### config.mk
export PLATFORM = sky130hd
export DESIGN_NAME = ws2812_frame_feeder
export DESIGN_NICKNAME = d
export VERILOG_FILES = /design/src/rtl/ws2812_pkg.sv /design/src/rtl/ws2812_pixel_ram.sv /design/src/rtl/ws2812_frame_feeder.sv
export SDC_FILE = /design/constraint.sdc
export NUM_CORES = 1
export LEC_CHECK = 0
export BUFFER_PORTS_ARGS = -buffer_cell sky130_fd_sc_hd__buf_4
export CORE_AREA = 2 2 171 206
export DETAILED_ROUTE_END_ITERATION = 8
export DIE_AREA = 0 0 173 208
export GPL_ROUTABILITY_DRIVEN = 0
export HOLD_SLACK_MARGIN = 0.15
export PLACE_DENSITY = 0.53
export SLEW_MARGIN = 20
export SYNTH_ARGS = -nofsm -noshare
export SYNTH_HDL_FRONTEND = slang
export SYNTH_HIERARCHICAL = 1
export SYNTH_SLANG_ARGS = --single-unit
### constraint.sdc
create_clock -name clk -period 2.66 [get_ports clk]
set_clock_uncertainty 0.2 [all_clocks]
set_input_delay 0.133 -clock clk [delete_from_list [all_inputs] [get_ports clk]]
set_output_delay 0.133 -clock clk [all_outputs]
set_load 0.01 [all_outputs]
### src/rtl/ws2812_pkg.sv
// ws2812_pkg: shared state encodings, timing constants and pixel type for the ws2812 chain.
package ws2812_pkg;
    typedef enum logic [2:0] {S_IDLE, S_FETCH, S_LOAD, S_SCALE, S_OFFER, S_GAP} state_t;
    localparam int DELAY_RESET = 13500;
    // serializer bit timings in 27 MHz clk cycles
    localparam int T0H = 10;
    localparam int T0L = 22;
    localparam int T1H = 19;
    localparam int T1L = 16;
    typedef struct packed {
        logic [7:0] g;
        logic [7:0] r;
        logic [7:0] b;
    } pixel_t;
    function automatic pixel_t grb_pack(input logic [7:0] r, input logic [7:0] g, input logic [7:0] b);
        return pixel_t'({g, r, b});
    endfunction
endpackage

### src/rtl/ws2812_pixel_ram.sv
// ws2812_pixel_ram: simple dual-port synchronous RAM, 1-cycle read, read-before-write.
module ws2812_pixel_ram #(
    parameter int DEPTH = 8,
    parameter int WIDTH = 24,
    parameter int AW    = 3
) (
    input  logic             clk,
    input  logic             we,
    input  logic [AW-1:0]    waddr,
    input  logic [WIDTH-1:0] wdata,
    input  logic             re,
    input  logic [AW-1:0]    raddr,
    output logic [WIDTH-1:0] rdata
);
    localparam int IW = DEPTH > 1 ? $clog2(DEPTH) : 1;
    logic [WIDTH-1:0] mem [DEPTH];
    logic [WIDTH-1:0] rd_q;
    always_ff @(posedge clk) begin
        if (we && 32'(waddr) < DEPTH) mem[waddr[IW-1:0]] <= wdata;
        if (re) rd_q <= mem[raddr[IW-1:0]];
    end
    assign rdata = rd_q;
endmodule

### src/rtl/ws2812_frame_feeder.sv
// ws2812_frame_feeder: streams a RAM-held frame of GRB pixels to the serializer, then holds the latch gap.
// Optional WS2812_BRIGHTNESS_EN adds a brightness port and a per-channel scaling stage.
module ws2812_frame_feeder
    import ws2812_pkg::*;
#(
    parameter int NUM_LEDS    = 8,
    parameter int ADDR_W      = 3,
    parameter int DELAY_RESET = ws2812_pkg::DELAY_RESET
) (
    input  logic              clk,
    input  logic              rst,
    input  logic              wr_en,
    input  logic [ADDR_W-1:0] wr_addr,
    input  logic [7:0]        wr_r,
    input  logic [7:0]        wr_g,
    input  logic [7:0]        wr_b,
    input  logic              show,
    output logic              busy,
    output logic              pix_valid,
    output logic [23:0]       pix_data,
    input  logic              pix_ready,
    output logic              pix_last,
    output logic              frame_done
`ifdef WS2812_BRIGHTNESS_EN
    ,
    input  logic [7:0]        brightness
`endif
);
    localparam int CW = $clog2(DELAY_RESET + 1);
    localparam logic [ADDR_W-1:0] LAST = ADDR_W'(NUM_LEDS - 1);
    state_t state_q, state_d;
    logic busy_q, busy_d, valid_q, valid_d, done_q, done_d;
    logic [23:0] data_q, data_d;
    logic [ADDR_W-1:0] idx_q, idx_d;
    logic [CW-1:0] cnt_q, cnt_d;
    logic [23:0] ram_rd;

    ws2812_pixel_ram #(.DEPTH(NUM_LEDS), .WIDTH(24), .AW(ADDR_W)) u_ram (
        .clk   (clk),
        .we    (wr_en),
        .waddr (wr_addr),
        .wdata (grb_pack(wr_r, wr_g, wr_b)),
        .re    (state_q == S_FETCH),
        .raddr (idx_q),
        .rdata (ram_rd)
    );

`ifdef WS2812_BRIGHTNESS_EN
    // (c * (k + 1)) >> 8 keeps 0xFF as identity and 0x00 as black
    function automatic logic [7:0] scale(input logic [7:0] c, input logic [7:0] k);
        logic [15:0] p;
        p = 16'(c) * (16'(k) + 16'd1);
        return p[15:8];
    endfunction
    pixel_t px;
    assign px = pixel_t'(data_q);
`endif

    always_comb begin
        state_d = state_q;
        busy_d  = busy_q;
        valid_d = valid_q;
        data_d  = data_q;
        idx_d   = idx_q;
        cnt_d   = cnt_q;
        done_d  = 1'b0;
        case (state_q)
            S_IDLE: if (show) begin
                busy_d  = 1'b1;
                idx_d   = '0;
                state_d = S_FETCH;
            end
            S_FETCH: state_d = S_LOAD;
            S_LOAD: begin
                data_d = ram_rd;
`ifdef WS2812_BRIGHTNESS_EN
                state_d = S_SCALE;
`else
                valid_d = 1'b1;
                state_d = S_OFFER;
`endif
            end
`ifdef WS2812_BRIGHTNESS_EN
            S_SCALE: begin
                data_d  = {scale(px.g, brightness), scale(px.r, brightness), scale(px.b, brightness)};
                valid_d = 1'b1;
                state_d = S_OFFER;
            end
`endif
            S_OFFER: if (pix_ready) begin
                valid_d = 1'b0;
                cnt_d   = '0;
                idx_d   = idx_q == LAST ? idx_q : idx_q + 1'b1;
                state_d = idx_q == LAST ? S_GAP : S_FETCH;
            end
            S_GAP: begin
                cnt_d = cnt_q + 1'b1;
                if (cnt_q == CW'(DELAY_RESET - 1)) begin
                    done_d  = 1'b1;
                    busy_d  = 1'b0;
                    state_d = S_IDLE;
                end
            end
            default: state_d = S_IDLE;
        endcase
    end

    always_ff @(posedge clk) begin
        if (rst) begin
            state_q <= S_IDLE;
            busy_q  <= 1'b0;
            valid_q <= 1'b0;
            data_q  <= '0;
            idx_q   <= '0;
            cnt_q   <= '0;
            done_q  <= 1'b0;
        end else begin
            state_q <= state_d;
            busy_q  <= busy_d;
            valid_q <= valid_d;
            data_q  <= data_d;
            idx_q   <= idx_d;
            cnt_q   <= cnt_d;
            done_q  <= done_d;
        end
    end

    assign busy       = busy_q;
    assign pix_valid  = valid_q;
    assign pix_data   = data_q;
    assign pix_last   = valid_q && idx_q == LAST;
    assign frame_done = done_q;
endmodule

== Word-level counts from Yosys, hierarchy flattened ==
Memories as Yosys holds them, arrays and structs flattened. A register that Yosys moved wholly into a read port is not among the register bits.
Cells that the tools add are included.

* Reduce and logical (&&, ||, !) cells: 12
* Add/subtract/negate cells: 2
* Mux-type cells: 19
* Bitwise gates (word level): 1
* Equal/unequal tests: 10

{| class="wikitable"
|+ Operators by type and width
! cell !! count
|-
| 14-bit case mux with 2 select lines || 1
|-
| 3-bit 2-to-1 mux || 7
|-
| 3-bit case mux with 5 select lines || 1
|-
| 14-bit by 1-bit adder with 14-bit output, second input constant || 1
|-
| 14-bit equality test, second input constant || 1
|-
| 14-bit 2-to-1 mux || 1
|-
| 3-bit equality test, second input constant || 3
|-
| 2-bit != test, second input constant || 4
|-
| 2-bit nonzero test || 4
|-
| 1-bit 2-to-1 mux || 6
|-
| 3-bit case mux with 2 select lines || 1
|-
| 3-bit AND reduction || 2
|-
| 1-bit case mux with 2 select lines || 2
|-
| 2-bit AND reduction || 2
|-
| 4-bit AND reduction || 1
|-
| 3-bit by 1-bit adder with 3-bit output, second input constant || 1
|-
| 3-bit by 1-bit equality test with 1-bit output, second input constant || 1
|-
| 3-bit by 2-bit equality test with 1-bit output, second input constant || 1
|-
| 3-bit logical NOT || 1
|-
| 2-bit OR reduction || 1
|-
| 1-bit logical AND || 1
|-
| 1-bit NOT || 1
|}

* Memories: 1
* Memory bits (writable): 192
* Input bits: 32
* Flip-flop bits (word level): 47
* Word-level logic and storage cells: 52
* Output and inout bits: 28

{| class="wikitable"
|+ Memories
! name !! words !! bits a word !! read ports !! clocked after memory_dff !! wr ports !! RTL line !! RTL
|-
| u_ram.mem || 8 || 24 || 1 || 1 || 1 || ws2812_pixel_ram.sv:16 || <nowiki>logic [WIDTH-1:0] mem [DEPTH];</nowiki>
|}

== Longest topological paths before layout ==
Gate-level depths: netlist of the first run.

* Depth after elaboration: 4
* Mapped depth: 6
* Depth with buffers taken out: 6

== By module ==
Netlist of the first run, hierarchy kept.

{| class="wikitable"
|+ Modules (own cells, without submodules)
! module !! times used !! area each (um^2) !! seq. area each (um^2) !! cells each
|-
| ws2812_pixel_ram || 1 || 8,050.2 || 6,486.2 || 314
|-
| ws2812_frame_feeder || 1 || 2,035.7 || 940.9 || 246
|}

== Worst setup path after synthesis of the first run ==
No wires, ideal clock.

* Path type: register to register
* Start: register state_q[2]
* End: register u_ram.rd_q[0] (netlist: u_ram/rdata[0]), read port of u_ram.mem, enable pin
* Path slack: -231 ps
* Setup time: 435 ps
* Buffers on the path: 1
* Period minus slack after synthesis: 2,891 ps
* Arrival: 2,255 ps
* Required time: 2,025 ps
* Cell stages (with the launch flop): 3
* Cell sequence: dfxtp_1 -> clkbuf_1 -> nor3_1

* Longest elaborated chain between the ends: 1

{| class="wikitable"
|+ RTL lines
! what !! RTL line !! RTL
|-
| start: declaration || ws2812_frame_feeder.sv:31 || <nowiki>state_t state_q, state_d;</nowiki>
|-
| start signal: assignment || ws2812_frame_feeder.sv:118 || <nowiki>state_q <= state_d;</nowiki>
|-
| 3-bit by 1-bit equality test with 1-bit output || ws2812_frame_feeder.sv:43 || <nowiki>.re (state_q == S_FETCH),</nowiki>
|-
| end: declaration || ws2812_pixel_ram.sv:17 || <nowiki>logic [WIDTH-1:0] rd_q;</nowiki>
|}

Every way passes these cells.
A chain may end at the register's enable or synchronous reset.

== Worst setup path after layout of the first run ==
* Start: register state_q[2]
* End: register state_q[0]

* Longest elaborated chain between the ends: 3
* Elaborated cells on any way between the ends: 10
* Those cells by class: eq/ne (7); mux (1); reduce/logical (2)

{| class="wikitable"
|+ RTL lines
! what !! RTL line !! RTL
|-
| 3-bit equality test or 3-bit logical NOT (tied branches) || ws2812_frame_feeder.sv:67 || <nowiki>case (state_q)</nowiki>
|-
| 2-bit != test (no line) || -- ||
|-
| 3-bit AND reduction (no line) || -- ||
|}

Parallel ways exist; a longest one is shown, timed or not.

==> results.toml, run 1 <==
[status]
status = "finished, final reports clean"

[grt]
grt_start_max_net_pins = 46
grt_pass1_vias = 5623
grt_pass1_wl_um = 32100
antenna_found_initial = 0
gr-total-overflow = 0
grt_use_total_pct = 11.5

[timing]
slew_violations = 0
setup_violations = 0
fin_setup_tns_ns = 0
final_hold_viol_count = 0
min_period_over_period_pct = 95.7
max_freq_mhz = 393
relSlewSlack_pct = 62.6
grt_setup_unrepaired = "no"
period_minus_slack_ns = 2.55
tightest_slew_ns = 0.556

[power_and_ir_drop]
vdd_drop_max_mv = 0.422
p_leak_nw = 3.92
pwr_density_cell_nw_per_um2 = 681
power_mw = 8.33

[clock_network]
cts_buffers = 27
clk_latency_ns = 0.53
root_buffer = "clkbuf_16"
clock_path_buffers = 3
htreeDepth = 1
cts.sinks = 263
clkTransAtPathRegs_ns = 0.06
cts_tree = "done"
cts-resized-gates = 0

[layout]
final.fill_count = 3207
multi_input_area_um2 = 2490
final-instance-count-excl-fill = 1146
area_growth_pct = 21.3
diodes = 0
register_area_um2 = 7430
nNetsFinal = 706
final_common_cell = "edfxtp_1"
layout_common_cells = "edfxtp_1, buf_4, nand2_1"
drive_gt1_share_pct = 29.4

[placement]
post-dp-hpwl_um = 12400
portBuffers = 59
dp.cells = 1066

[yosys]
ys_async_sr_fraction_pct = 0
synth_edf_count = 216
synth-main-ff-cell = "edfxtp_1"
syn_inst = 560
yosysSeqAreaShare_pct = 73.6
synth_cell_type_count = 50
syn_nets = 595
syn_area_um2 = 10100
synth_warnings = 6
synth-seq-cells = 263
syn_avg_cell_area_um2 = 18.0

[routing]
wl_per_cell_um = 18.1
wl_um = 20800
vias = 5285
dr.pass1.iters = 4
drc_errors = 0
drt_iter0_markers = 332
viasPerCell = 4.61
ant_nets = 0

[critical_path]
worst-endpoint-arrival_ns = 2.81
crit_path_frequent_cell = "dlygate4sd3_1"
worst-path-max-fanout = 15
crit_path_cell_trace = "nor2b_1 > a21oi_1 > dlygate4sd3_1 > o41ai_1 > dlygate4sd3_1"
crit_slowest_cell = "dlygate4sd3_1"
end_kind = "register"
max_stage_delay_ns = 0.59
path_delay_family = "buffers and inverters"
crit_type = "register to register"
worstPathRequired_ns = 2.92
start_kind = "register"
crit_buf_inv = 2

[floorplan]
coreArea_um2 = 33900
die_width_um = 173
pin_count = 60
core.rowCount = 74
start_util_pct = 29.8
die-area_um2 = 36000
die_h_um = 208

[min_path]
hold_class = "input port to register"

[run]
drv_cap = 0
==> cells by family (layout without fill, tap and decap cells) <==
family                   Yosys count  after routing  synth area share, %
flip-flops                       263            263                 73.6
AND/OR/NAND/NOR                  131            131                 6.54
multiplexers                      74             74                 14.2
AO/OA/AOI/OAI                     56             56                 3.21
buffers and inverters             33            163                 2.06
adder cells (fa/ha/maj)            3              3                0.372
==> worst register-to-register path, delay by kind of cell, from the launching register on <==
kind            cells  cell delay, ns
simple gates        1            0.29
flops               1            0.47
compound gates      2            0.35
buf+inv             2            1.18
==> sequential cells by signal, indices dropped and copies added, names as in the netlist <==
register,flops
u_ram/mem,192
pix_data,24
u_ram/rdata,24
cnt_q,14
idx_q,3
state_q,3
busy,1
frame_done,1
pix_valid,1
==> worst paths after layout <==
check | start | end | slack, ns | cells past startpoint
max | state_q[2] | state_q[0] | 0.11 | 5
min | wr_r[5] | u_ram/mem[1][13] | 0.18 | 2
max reg2reg | state_q[2] | state_q[0] | 0.11 | 5
min reg2reg | pix_data[4] | pix_data[4] | 0.25 | 2
==> per-layer routing <==
metal / global-route usage, % / vias to the layer above / wire, um
li1: - / 2424 / -
met1: 14.6 / 2718 / 9060
met3: 1.90 / 31 / 833
met2: 20.5 / 112 / 10500
met4: 2.83 / 0 / 356
met5: 0 / - / 0
==> cell usage after synthesis, types with 2 or more instances <==
cell / number / area, um^2
nor2_1: 19 / 71.3
nor4_1: 2 / 12.5
nand2_1: 62 / 233
nand2b_1: 5 / 31.3
a211oi_1: 2 / 15.0
clkbuf_1: 12 / 45.0
or4_1: 2 / 15.0
mux4_2: 48 / 1080
o41ai_1: 2 / 17.5
and3_1: 4 / 25.0
o311ai_1: 2 / 17.5
mux2_2: 11 / 124
edfxtp_1: 216 / 6490
or3_1: 3 / 18.8
a21oi_1: 38 / 190
nor4_2: 2 / 25.0
o21a_1: 2 / 15.0
o21ai_1: 2 / 10.0
buf_4: 2 / 15.0
dfxtp_1: 47 / 941
mux2_4: 15 / 225
nor2b_1: 2 / 12.5
nor3_1: 4 / 20.0
nand4b_1: 2 / 17.5
a31o_1: 2 / 17.5
nand3_1: 6 / 30.0
and2_1: 3 / 18.8
buf_6: 2 / 22.5
nand4_1: 5 / 31.3
and3b_1: 2 / 17.5
buf_2: 8 / 40.0
o21ai_0: 2 / 10.0
buf_12: 2 / 40.0
inv_1: 4 / 15.0
ha_1: 3 / 37.5
==> through the flow <==
stage               util, %  instance area (um^2)  worst slack, ns  hold slack (ns)
finish                 36.1                 12200            0.115            0.182
global route           36.1                 12200           0.0147            0.180
CTS                    36.1                 12200            0.173            0.166
detailed placement     32.9                 11100            0.513            0.169
global placement       32.9                 11100            0.528            0.158
floorplan                 -                 10100           0.0423           0.0319
==> report_power, final <==
part	internal [mW]	switching, mW
logic	0.158	0.198
clock network	1.87	1.45
registers	4.60	0.0508
total	6.62	1.70
==> area by class of cell <==
class	count	share of cell area [%]
sequential	263	60.7
multi-input combinational	264	20.3
timing repair buffer	111	7.87
clock buffer	37	5.83
tap	456	4.66
clock inverter	11	0.450
inverter	4	0.123
==> timing repair <==
item	in CTS	in global routing
endpoints found under the hold margin	287	0
buffers inserted	0	0
hold buffers	32	0
Power figures use the tool's default switching activity.
==> run 2: changes to the inputs <==
--- a/config.mk
+++ b/config.mk
@@ -5,12 +5,12 @@
 export SDC_FILE = /design/constraint.sdc
 export NUM_CORES = 1
 export LEC_CHECK = 0
+export ABC_AREA = 1
 export BUFFER_PORTS_ARGS = -buffer_cell sky130_fd_sc_hd__buf_4
-export CORE_AREA = 2 2 171 206
+export CORE_AREA = 2 2 180 217
 export DETAILED_ROUTE_END_ITERATION = 8
-export DIE_AREA = 0 0 173 208
+export DIE_AREA = 0 0 182 219
 export GPL_ROUTABILITY_DRIVEN = 0
-export HOLD_SLACK_MARGIN = 0.15
 export PLACE_DENSITY = 0.53
 export SLEW_MARGIN = 20
 export SYNTH_ARGS = -nofsm -noshare
==> results.toml, run 2 <==
[status]
status = "finished, final reports clean"

[clock_network]
cts_tree = "done"
cts.sinks = 263
postCtsSetupBuffers = 0
clkTransAtPathRegs_ns = 0.06
hold_buffers = 29
cts_buffers = 27
htreeDepth = 1
clk_latency_ns = 0.53
root_buffer = "clkbuf_16"
cts-resized-gates = 0
clock_path_buffers = 3

[timing]
grt_setup_unrepaired = "no"
period_minus_slack_ns = 2.18
relSlewSlack_pct = 63.0
fin_setup_tns_ns = 0
final_hold_viol_count = 0
min_period_over_period_pct = 81.8
setup_violations = 0
tightest_slew_ns = 0.555
max_freq_mhz = 460
slew_violations = 0

[yosys]
synthTopCellsByCount = "nand2_1, inv_1, edfxtp_1"
synth_compound_area_share_pct = 2.55
yosysTopAreaCell = "edfxtp_1"
synth_top_family_by_area = "simple AND/OR/NAND/NOR gates"
synth-adder-area-share_pct = 0.335
syn_inst = 1167
synth.top_cell.area_share_pct = 57.9
syn_nets = 1202
synth-simple-area-share_pct = 20.8
synth_area_leaders = "edfxtp_1, nand2_1, dfxtp_1"
yosysMostFrequentCell = "nand2_1"
synth_edf_count = 216
synthMuxAreaShare_pct = 0
synth_cell_type_count = 27
synth-xor-area-share_pct = 0
synth-main-ff-cell = "edfxtp_1"
synth-seq-cells = 263
yosysSeqAreaShare_pct = 66.3
syn_area_um2 = 11200
syn_avg_cell_area_um2 = 9.60
synth_warnings = 6
ys_async_sr_fraction_pct = 0

[run]
drv_cap = 0

[power_and_ir_drop]
p_leak_nw = 5.80
power_mw = 10.8
pwr_density_cell_nw_per_um2 = 808
vdd_drop_max_mv = 0.481

[grt]
grt_start_max_net_pins = 98
antenna_found_initial = 1
gr-total-overflow = 0
grt_pass1_vias = 7442
grt_use_total_pct = 12.9
grt_pass1_wl_um = 40500

[floorplan]
pin_count = 60
start_util_pct = 29.7
die_h_um = 219
die-area_um2 = 39900
core.rowCount = 78
die_width_um = 182
coreArea_um2 = 37700

[routing]
dr.pass1.iters = 4
wl_met1_um = 11500
wl_um = 25200
top_layer = "met5"
viasPerCell = 4.29
vias = 7535
drt_iter0_markers = 369
ant_nets = 0
drc_errors = 0
wl_met3_um = 1050
wl_met2_um = 12200
wl_per_cell_um = 14.3

[layout]
layout_common_cells = "nand2_1, inv_1, edfxtp_1"
fin_util_pct = 35.4
nNetsFinal = 1292
multi_input_area_um2 = 2680
final.fill_count = 3780
drive_gt1_share_pct = 11.2
register_area_um2 = 7430
diodes = 0
largest_reg_flops = 192
area_growth_pct = 18.9
final_common_cell = "nand2_1"

[min_path]
hold_class = "input port to register"

[critical_path]
end_kind = "register"
worst-endpoint-arrival_ns = 2.40
crit_type = "register to register"
worst-path-max-fanout = 6
start_kind = "register"
worstPathRequired_ns = 2.88

[placement]
post-dp-hpwl_um = 14500
portBuffers = 59
[run 2: cell type report]
type	count	area share [%]
timing repair buffer	107	6.67
sequential	263	55.8
clock buffer	32	5.21
clock inverter	17	1.20
multi-input combinational	627	20.1
tap	480	4.51
inverter	231	6.51
[run 2: per-stage QoR]
stage          setup WS (ns)  cell area, um^2  hold WS (ns)  std cells
2_1_floorplan          0.682            11200        0.0319       1167
3_3_place_gp           0.944            12200         0.170       1679
3_5_place_dp           0.924            12200         0.174       1679
4_1_cts                0.501            13300         0.149       1757
5_1_grt                0.330            13300         0.160       1757
6_report               0.484            13300         0.157       1757
[run 2: kinds of logic after synthesis]
family	after synthesis
adders and majority gates	3
AOI/OAI and AO/OA	56
and+or+nand+nor	568
DFF	263
buffers and inverters	277
[run 2: power by group]
| part | leakage, nW | internal, mW | switching, mW |
|---|---|---|---|
| clock | 0.414 | 2.15 | 1.52 |
| sequential | 2.35 | 4.83 | 0.154 |
| combinational | 3.04 | 0.691 | 1.41 |
[run 2: final timing paths]
path,startpoint,to,slack [ns],cells after the start
worst max register to register,state_q[1],idx_q[2],0.48,10
worst min register to register,busy,busy,0.25,2
worst min-delay path,wr_addr[1],u_ram/mem[3][17],0.16,4
worst max-delay path,state_q[1],idx_q[2],0.48,10
[run 2: per-layer routing]
metal  up-vias  GRT usage [%]
li1       3843              -
met1      3521           15.9
met2       134           22.8
met3        35           2.22
met4         2           4.19
met5         -              0
[run 2: worst max-delay path, cell delays in order (launching register included)]
cell	delay [ns]
dfxtp_1	0.44
inv_2	0.08
nand2_2	0.12
nor2_1	0.10
nand2_2	0.11
nand2_2	0.05
dlygate4sd3_1	0.62
nor2_4	0.16
nand2_1	0.07
o21ai_1	0.07
nor2_1	0.05
==> run 3: changes to the inputs <==
--- a/config.mk
+++ b/config.mk
@@ -5,11 +5,11 @@
 export SDC_FILE = /design/constraint.sdc
 export NUM_CORES = 1
 export LEC_CHECK = 0
-export ABC_AREA = 1
+export ABC_AREA = 0
 export BUFFER_PORTS_ARGS = -buffer_cell sky130_fd_sc_hd__buf_4
-export CORE_AREA = 2 2 180 217
+export CORE_AREA = 2 2 171 206
 export DETAILED_ROUTE_END_ITERATION = 8
-export DIE_AREA = 0 0 182 219
+export DIE_AREA = 0 0 173 208
 export GPL_ROUTABILITY_DRIVEN = 0
 export PLACE_DENSITY = 0.53
 export SLEW_MARGIN = 20
==> constraint.sdc (replaced) <==
create_clock -name clk -period 1.8 [get_ports clk]
set_clock_uncertainty 0.2 [all_clocks]
set_input_delay 0.09 -clock clk [delete_from_list [all_inputs] [get_ports clk]]
set_output_delay 0.09 -clock clk [all_outputs]
set_load 0.01 [all_outputs]
==> results.toml, run 3 (synthesized netlist as in run 1, its figures left out) <==
[status]
status = "finished, violations left"
failed_checks = "setup timing"

[routing]
drc_errors = 0
drt_iter0_markers = 310
viasPerCell = 4.63
ant_nets = 0
dr.pass1.iters = 4
vias = 5452
wl_per_cell_um = 18.8
wl_um = 22100

[critical_path]
start_kind = "register"
end_kind = "register"
worst-endpoint-arrival_ns = 2.04
worst-path-max-fanout = 7
worstPathRequired_ns = 1.87
timing.rr.start = "idx_q[0]"
cp-startpoint = "idx_q[0]"
crit_path_frequent_cell = "buf_12"
max_stage_delay_ns = 0.50
crit_path_cell_trace = "buf_12 > buf_12 > buf_12 > mux4_2 > mux2_4"
crit_slowest_cell = "mux4_2"
crit_type = "register to register"

[floorplan]
core.rowCount = 74
start_util_pct = 29.8
die-area_um2 = 36000
pin_count = 60
coreArea_um2 = 33900
die_h_um = 208
die_width_um = 173

[power_and_ir_drop]
p_leak_nw = 4.32
combPwrFrac_pct = 4.3
p_switching_mw = 2.63
pwr_density_cell_nw_per_um2 = 1040
p_sw_share_pct = 19.4
vdd_drop_max_mv = 0.588
internal-power_mw = 11.0
seqPwrFrac_pct = 50.5
clock_power_share_pct = 45.2

[timing]
relSlewSlack_pct = 75.0
finalHoldWorstSlack_ns = 0.0991
period_minus_slack_ns = 1.97
min_period_over_period_pct = 109
max_freq_mhz = 508
fin_ws_ns = -0.169
slew_violations = 0
final_hold_viol_count = 0
grt_setup_unrepaired = "yes"
tightest_slew_ns = 0.370
setup_violations = 25

[layout]
layout_common_cells = "edfxtp_1, buf_4, nand2_1"
drive_gt1_share_pct = 36.4
final_common_cell = "edfxtp_1"
largest_reg_flops = 192
final-instance-count-excl-fill = 1177
nNetsFinal = 735
area_growth_pct = 30.0

[placement]
post-dp-hpwl_um = 12600
portBuffers = 59
dp.cells = 1087

[clock_network]
clk_latency_ns = 0.52
cts_buffers = 26
cts_tree = "done"
clkTransAtPathRegs_ns = 0.06
htreeDepth = 1
clock_path_buffers = 3
cts.sinks = 263
root_buffer = "clkbuf_16"

[grt]
grt_start_max_net_pins = 30
grt_pass1_wl_um = 33700
gr-total-overflow = 0
grt_use_total_pct = 12.2
antenna_found_initial = 1
grt_pass1_vias = 5752

[min_path]
hold_class = "input port to register"
min_from = "wr_addr[2]"

[run]
drv_cap = 0
## run 3: changes by cell type in the layout (fill, tap and decap cells not counted), moves of 8 or more
cell	delta
inv_2	-8
a21oi_1	+23
nor2_1	-52
buf_12	+18
inv_1	-219
nand3_1	-102
mux2_4	+17
mux4_2	+48
mux2_2	+9
nand2_1	-311
o21ai_0	-30
## run 3: timing repair
action,in CTS,in global routing
gates cloned,4,1
endpoints found under the hold margin,265,0
pin swaps,1,3
hold buffers,29,0
buffers inserted,8,1
gates resized for setup,19,20
endpoints found under the setup margin,26,39
## run 3: metrics by stage
stage          power, mW  TNS (ns)  util [%]  setup WS (ns)  area (um^2)
2_1_floorplan       7.21    -14.74         -         -0.133        10100
3_3_place_gp        7.50    -0.720      33.9        -0.0510        11500
3_5_place_dp        7.53     -1.10      33.9        -0.0752        11500
4_1_cts             13.7     -3.42      38.4         -0.166        13000
5_1_grt             14.0     -4.06      38.7         -0.198        13100
6_report            13.6     -3.23      38.7         -0.169        13100
## run 3: power by group through the flow
stage	Sequential, mW	Clock, mW	Combinational, mW
2_1_floorplan	6.98	0	0.228
3_3_place_gp	6.98	0	0.518
3_5_place_dp	6.99	0	0.535
4_1_cts	6.86	6.27	0.598
5_1_grt	6.88	6.50	0.638
6_report	6.86	6.14	0.586
## run 3: worst paths after layout
path	cells past startpoint	slack, ns	to
max	5	-0.17	u_ram/rdata[9]
max reg2reg	5	-0.17	u_ram/rdata[9]
min reg2reg	2	0.26	pix_data[5]
min	4	0.1	u_ram/mem[4][16]
## run 3: critical path, delay by kind of cell, from the launching register on
kind | cells | cell delay [ns]
buffers and inverters | 3 | 0.36
multiplexers | 2 | 0.78
flip-flops | 1 | 0.36
## run 3: final cells by class
| type | count | area, um^2 |
|---|---|---|
| antenna | 1 | 2.50 |
| multi-input combinational | 264 | 2600 |
| clock buffer | 31 | 691 |
| timing repair buffer | 141 | 1490 |
| tap | 456 | 571 |
| clock inverter | 17 | 294 |
| fill | 3148 | 20800 |
| sequential | 263 | 7440 |
| inverter | 4 | 15.0 |
## run 3: metal layers
metal  part of all wire, %  vias up  routed length [um]  track usage [%]
met5                     0        -                   0                0
met4                   1.9        0                 429             3.27
met3                   4.3       30                 941             1.77
met2                    52      126               11400             21.6
met1                    42     2810                9320             15.5
li1                      -     2486                   -                -
